File: src/rtl/instruction_decoder.sv
// Instruction register and one-hot decoder for the accumulator CPU controller.
// It holds the IR, the latched condition flags, a sticky halt and a saturating executed-instruction count.
module instruction_decoder #(
    parameter int OPW = 4,
    parameter int ADW = 4,
    parameter int CW  = 16
) (
    input  logic                 clock,
    input  logic                 reset,
    input  logic [OPW+ADW-1:0]   mem_data,
    input  logic                 ir_load,
    input  logic                 flag_load,
    input  logic                 acc_zero,
    input  logic                 acc_neg,
    input  logic                 instr_done,
    output logic                 LDA,
    output logic                 STA,
    output logic                 ADD,
    output logic                 SUB,
    output logic                 XOR,
    output logic                 INC,
    output logic                 CLR,
    output logic                 JMP,
    output logic                 JPZ,
    output logic                 JPN,
    output logic                 HLT,
    output logic [ADW-1:0]       operand,
    output logic                 take_jump,
    output logic                 illegal,
    output logic                 halted,
    output logic [CW-1:0]        instr_count
);

    localparam int IW = OPW + ADW;

    localparam logic [OPW-1:0] OP_LDA = OPW'(0);
    localparam logic [OPW-1:0] OP_STA = OPW'(1);
    localparam logic [OPW-1:0] OP_ADD = OPW'(2);
    localparam logic [OPW-1:0] OP_SUB = OPW'(3);
    localparam logic [OPW-1:0] OP_XOR = OPW'(4);
    localparam logic [OPW-1:0] OP_INC = OPW'(5);
    localparam logic [OPW-1:0] OP_CLR = OPW'(6);
    localparam logic [OPW-1:0] OP_JMP = OPW'(7);
    localparam logic [OPW-1:0] OP_JPZ = OPW'(8);
    localparam logic [OPW-1:0] OP_JPN = OPW'(9);
    localparam logic [OPW-1:0] OP_HLT = OPW'(15);

    logic [IW-1:0]  ir;
    logic           ir_valid;
    logic           zf;
    logic           nf;
    logic [OPW-1:0] opcode;

    assign opcode  = ir[IW-1:ADW];
    assign operand = ir[ADW-1:0];

    // Halt is decided from the pre-edge IR, so the edge that sets it still accepts loads and counts.
    // NOTE: non-blocking assignments let every register here see the same pre-edge values.
    always_ff @(posedge clock or posedge reset) begin
        if (reset) begin
            ir          <= '0;
            ir_valid    <= 1'b0;
            zf          <= 1'b0;
            nf          <= 1'b0;
            halted      <= 1'b0;
            instr_count <= '0;
        end else if (!halted) begin
            if (ir_load) begin
                ir       <= mem_data;
                ir_valid <= 1'b1;
            end
            if (flag_load) begin
                zf <= acc_zero;
                nf <= acc_neg;
            end
            if (instr_done && (instr_count != {CW{1'b1}})) begin
                instr_count <= instr_count + 1'b1;
            end
            if (ir_valid && (opcode == OP_HLT)) begin
                halted <= 1'b1;
            end
        end
    end

    // NOTE: every output gets a default before the case so no latch is inferred.
    always_comb begin
        LDA     = 1'b0;
        STA     = 1'b0;
        ADD     = 1'b0;
        SUB     = 1'b0;
        XOR     = 1'b0;
        INC     = 1'b0;
        CLR     = 1'b0;
        JMP     = 1'b0;
        JPZ     = 1'b0;
        JPN     = 1'b0;
        HLT     = 1'b0;
        illegal = 1'b0;
        if (ir_valid) begin
            case (opcode)
                OP_LDA:  LDA = 1'b1;
                OP_STA:  STA = 1'b1;
                OP_ADD:  ADD = 1'b1;
                OP_SUB:  SUB = 1'b1;
                OP_XOR:  XOR = 1'b1;
                OP_INC:  INC = 1'b1;
                OP_CLR:  CLR = 1'b1;
                OP_JMP:  JMP = 1'b1;
                OP_JPZ:  JPZ = 1'b1;
                OP_JPN:  JPN = 1'b1;
                OP_HLT:  HLT = 1'b1;
                default: illegal = 1'b1;
            endcase
        end
    end

    assign take_jump = JMP | (JPZ & zf) | (JPN & nf);

endmodule
File: config.mk
export PLATFORM = sky130hd
export DESIGN_NAME = instruction_decoder
export DESIGN_NICKNAME = d
export VERILOG_FILES = /design/src/rtl/instruction_decoder.sv
export SDC_FILE = /design/constraint.sdc
export NUM_CORES = 1
export LEC_CHECK = 0
export ABC_AREA = 1
export CAP_MARGIN = 20
export CORE_MARGIN = 2
export CORE_UTILIZATION = 30
export DETAILED_ROUTE_END_ITERATION = 8
export DONT_BUFFER_PORTS = 1
export GPL_TIMING_DRIVEN = 0
export SYNTH_ARGS = -nofsm -noshare
export SYNTH_HDL_FRONTEND = slang
export SYNTH_SLANG_ARGS = --single-unit
File: constraint.sdc
create_clock -name clock -period 2.9 [get_ports clock]
set_input_delay 0.58 -clock clock [delete_from_list [all_inputs] [get_ports clock]]
set_output_delay 0.58 -clock clock [all_outputs]
set_load 0.005 [all_outputs]
* Word-level counts from Yosys, hierarchy flattened *
Index checks and enable logic that the tools add are counted.

storage, ports and cells
  input bits = 15
  register bits after elaboration = 28
  logic and storage cells = 56
  output and inout bits = 34

cells by class
  reduce and logical (&&, ||, !) cells = 7
  add/subtract/negate cells = 1
  bitwise gates (word level) = 5
  equal/unequal tests = 11
  muxes and demuxes = 26

operator list
  operator               number
  $mux 1                 26
  $add 16x1->16 const B  1
  $eq 4x3->1 const B     4
  $ne 16x16->1 const B   1
  $eq 4x4->1 const B     3
  $reduce_or 11->1       1
  $eq 4x2->1 const B     2
  $reduce_and 2->1       3
  $eq 4x1->1 const B     1
  $logic_not 4->1        1
  $and 1x1->1            2
  $logic_and 1x1->1      2
  $or 1x1->1             2
  $not 1->1              1

* Logic depth before layout (Yosys ltp) *
  depth after elaboration = 6
  depth in mapped cells = 10
  depth with buffers taken out = 9

* Worst setup path after synthesis *
OpenSTA, ideal clock, no wires.

  path type = reg2reg
  start point = register instr_count[0]
  end point = register instr_count[11]
  cell stages (with the launch flop) = 11
  arrival = 1.370 ns
  path buffers = 1
  period minus slack after synthesis = 1.487 ns
  slack = 1.413 ns
  data required time = 2.783 ns
  path through = dfrtp_1 -> ha_1 -> nand2_2 -> nor2_4 -> nand2_2 -> nor2_4 -> nor2_4 -> buf_6 -> nand2_2 -> nand2_1 -> nand2_1

on the way
  word-level cells in the longest chain between the ends = 3
  elaborated cells on any way between the ends = 4
  those cells by class = add/sub: 1; eq/ne: 1; reduce/logical: 2

RTL lines
  what                                                                   line  source
  from (decl)                                                            31    output logic [CW-1:0] instr_count
  from (signal assigned)                                                 77    instr_count <= instr_count + 1'b1;
  parallel branches: the longest is 3 deep, another holds $add 16x1->16  n/a

Parallel ways; which one is timed is not known.
A chain may end at the register's enable or synchronous reset.

* Worst setup path in the final report *
  start point = register ir[5]
  end point = output take_jump

on the way
  word-level cells in the longest chain between the ends = 6
  elaborated cells on any way between the ends = 13
  those cells by class = eq/ne: 3; mux: 6; bitwise: 4

RTL lines
  what                      line  source
  from (decl)               48    logic [IW-1:0] ir;
  from (signal assigned)    69    ir <= mem_data;
  $eq 4x4->1                100   case (opcode)
  $mux 1                    100
  $mux 1                    99    if (ir_valid) begin
  net JPZ                   24    output logic JPZ,
  $and 1x1->1               117   assign take_jump = JMP | (JPZ & zf) | (JPN & nf);
  $or 1x1->1 (2 in series)  117
  to (decl)                 28    output logic take_jump,

The timed path passes the listed nets, and every way through them passes these cells.

==> metrics.cfg <==
[grt]
grt_pass1_vias=1205
overflow=0
grt_first_pass_wirelength_um=5934
grt_max_degree=18
antenna_found_initial=0
grt_use_total_pct=12.27

[die]
dieArea_mm2=0.005878
dieWidth_um=76.67
start_util_pct=31.01
pin_count=49
num_rows=26
die_y_um=76.67
core_mm2=0.005107

[pwr]
p_leak_nw=0.8401
p_int_w=0.0006005
vdd_drop_max_mv=0.2220
p_switching_w=0.0001661
combPwrFrac_pct=6.3
power_frac_clock_pct=41.1
power_density_mw_per_mm2=436.1
seqPwrFrac_pct=52.7
power_w=0.0007666
switching_share_pct=21.67

[routing]
wl_um=3467
wl_per_cell_um=12.08
vias_per_cell=4.526
drtIter0Drc=35
vias=1299
postRouteAntennaNets=0
dr.pass1.iters=4
drcViolationCount=0

[clock_network]
cts_buffer_depth=2
ctsResizeCount=0
clk_pin_slew_worst_paths_ns=0.10
hold_buffers=0
cts_tree=yes
cts_num_sinks=28
h-tree-depth=1
post_cts.repair.setup_buffers=0
cts_buffers=3
clk_latency_ns=0.28
cts_root_buf=clkbuf_8

[placed_design]
port_buffers=0
place_congestion=0.7759
hpwlAfterDp_um=2687

[setup_path]
critPathMaxFanout=4
rr_worst_depth=10
crit_buf_inv=1
crit_chain=inv_1 > nand2_1 > nor2_1 > nand2_1 > nand3_1
crit_top_cell=nand2_1
worst_setup_path_end_kind=primary output
slowest_delay_ns=0.42
crit_slowest_cell=dfrtp_1
cp-start-kind=register
crit_arrival_ns=1.27
worstSetupPathType=reg -> out
cpLargestDelayFamily=simple AND/OR/NAND/NOR gates
path_depth=5
required_ns=2.32

[cells_and_area]
nets=234
syn_to_final_growth_pct=10.98
drive_gt1_share_pct=13.36
antenna_cells=0

[timing]
final-max-slew-violation-count=0
finClkSkew_ns=0.001202
rsz0062_at_grt=false
post-route-period-util_pct=63.66
tns_ns=0
fmax_ghz=0.5417
period_minus_slack_ns=1.846
finalHoldViolCount=0
slew-limit-headroom_pct=54.09
finalSetupViolCount=0
tightest_slew_ns=0.6879

[logic_synthesis]
synthCells=212
synthTopCellsByArea=dfrtp_1 (44%), nand2_1 (15%), nand3_1 (8.2%), nor2_1 (7.1%), inv_1 (6.4%)
avgSynthCellArea_um2=7.472
yosys.area.top_type=dfrtp_1
ys_ff_latch=28
synth_fp_nets=228
syn_area_mm2=0.001584
synthDistinctLibCells=20
yosys_warnings=0
synth.top_cell.area_share_pct=44.23
synth-seq-area-share_pct=44.23

[flow_run]
cap_violations=0

[status]
outcome=complete, no violations

[worst_hold_path]
hp-class=in -> async

cells in the mapped netlist, drive strengths merged:
cell,n
a211oi,1
a21oi,4
buf,7
clkbuf,1
dfrtp,28
ha,1
inv,27
mux2,6
nand2,71
nand3,26
nand3b,1
nand4,1
nor2,34
nor3,1
o21ai,1
xor2,2
metal layers:
metal | vias up | GRT usage (%) | part of all wire (%)
met5 | - | 0 | 0
met3 | 2 | 3.765 | 8.4
met1 | 582 | 16.78 | 45
li1 | 666 | - | -
met4 | 0 | 1.636 | 0.23
met2 | 49 | 19.56 | 46
worst reg2reg max path, stage by stage (launching register included):
cell	delay [ns]
dfrtp_1	0.46
ha_1	0.27
nand2_2	0.08
nor2_4	0.05
nand2_2	0.10
nor2_4	0.05
nor2_4	0.23
buf_6	0.21
nand2_2	0.05
nand2_1	0.05
nand2_1	0.05
flip-flops by register name, indices dropped and copies added, names as in the netlist:
signal       cells
instr_count     16
ir               8
halted           1
ir_valid         1
nf               1
zf               1
power groups by stage:
stage | Clock (W) | Combinational [W] | Sequential, W
after floorplan | 0 | 0.0000378 | 0.000409
after global placement | 0 | 0.0000468 | 0.000411
final | 0.000315 | 0.0000480 | 0.000404
after global routing | 0.000337 | 0.0000547 | 0.000405
after detailed placement | 0 | 0.0000495 | 0.000412
after CTS | 0.000328 | 0.0000495 | 0.000404
cell usage in the layout, fill, tap and decap left out:
cell / instances
nand3b_1: 1
buf_2: 1
clkbuf_8: 3
buf_6: 2
buf_8: 1
buf_4: 4
nor3_1: 1
nor2_4: 4
ha_1: 1
a21oi_1: 4
inv_1: 27
nand2_2: 7
nand3_1: 26
clkbuf_1: 1
o21ai_0: 1
a211oi_1: 1
mux2_2: 6
nor2_1: 30
bufinv_16: 1
nand4_1: 1
dfrtp_1: 28
xor2_1: 2
nand2_1: 64
final timing paths:
| check | end | slack [ns] | start |
|---|---|---|---|
| worst max-delay path | take_jump | 1.05 | ir[5] |
| worst min-delay path | ir[3] | 0.28 | reset |
| worst max register to register | instr_count[11] | 1.19 | instr_count[0] |
| worst min register to register | ir[2] | 0.52 | ir[2] |
| max in group asynchronous | instr_count[15] | 2.10 | reset |
| min in group clock | zf | 0.44 | acc_zero |
final cells by class:
cell class                      count  area [um^2]
Inverter                           27        101.3
Fill cell                         551         3349
Buffer                              8        61.31
Timing Repair Buffer                1        15.01
Tap cell                           70        87.58
Clock buffer                        3        41.29
Clock inverter                      1        30.03
Multi-Input combinational cell    149        720.7
Sequential cell                    28        700.7
through the flow:
stage | cells | instance area, um^2 | setup WS [ns] | hold WS, ns | util [%]
finish | 287 | 1758 | 1.054 | 0.2794 | 34.42
global route | 287 | 1758 | 0.9272 | 0.3368 | 34.42
CTS | 287 | 1758 | 1.048 | 0.2977 | 34.42
detailed placement | 283 | 1687 | 1.181 | 0.5010 | 33.02
global placement | 282 | 1672 | 1.212 | 0.4901 | 32.73
floorplan | 212 | 1584 | 1.413 | 0.4797 | -
cells by family after synthesis:
kind of cell,count (synthesis),synth area share [%]
flops,28,44.23
xor+xnor,2,1.106
compound gates,6,2.054
buf+inv,35,10.27
mux,6,4.265
simple gates,134,37.28
fa+ha+maj,1,0.7898
Power figures use the tool's default switching activity.
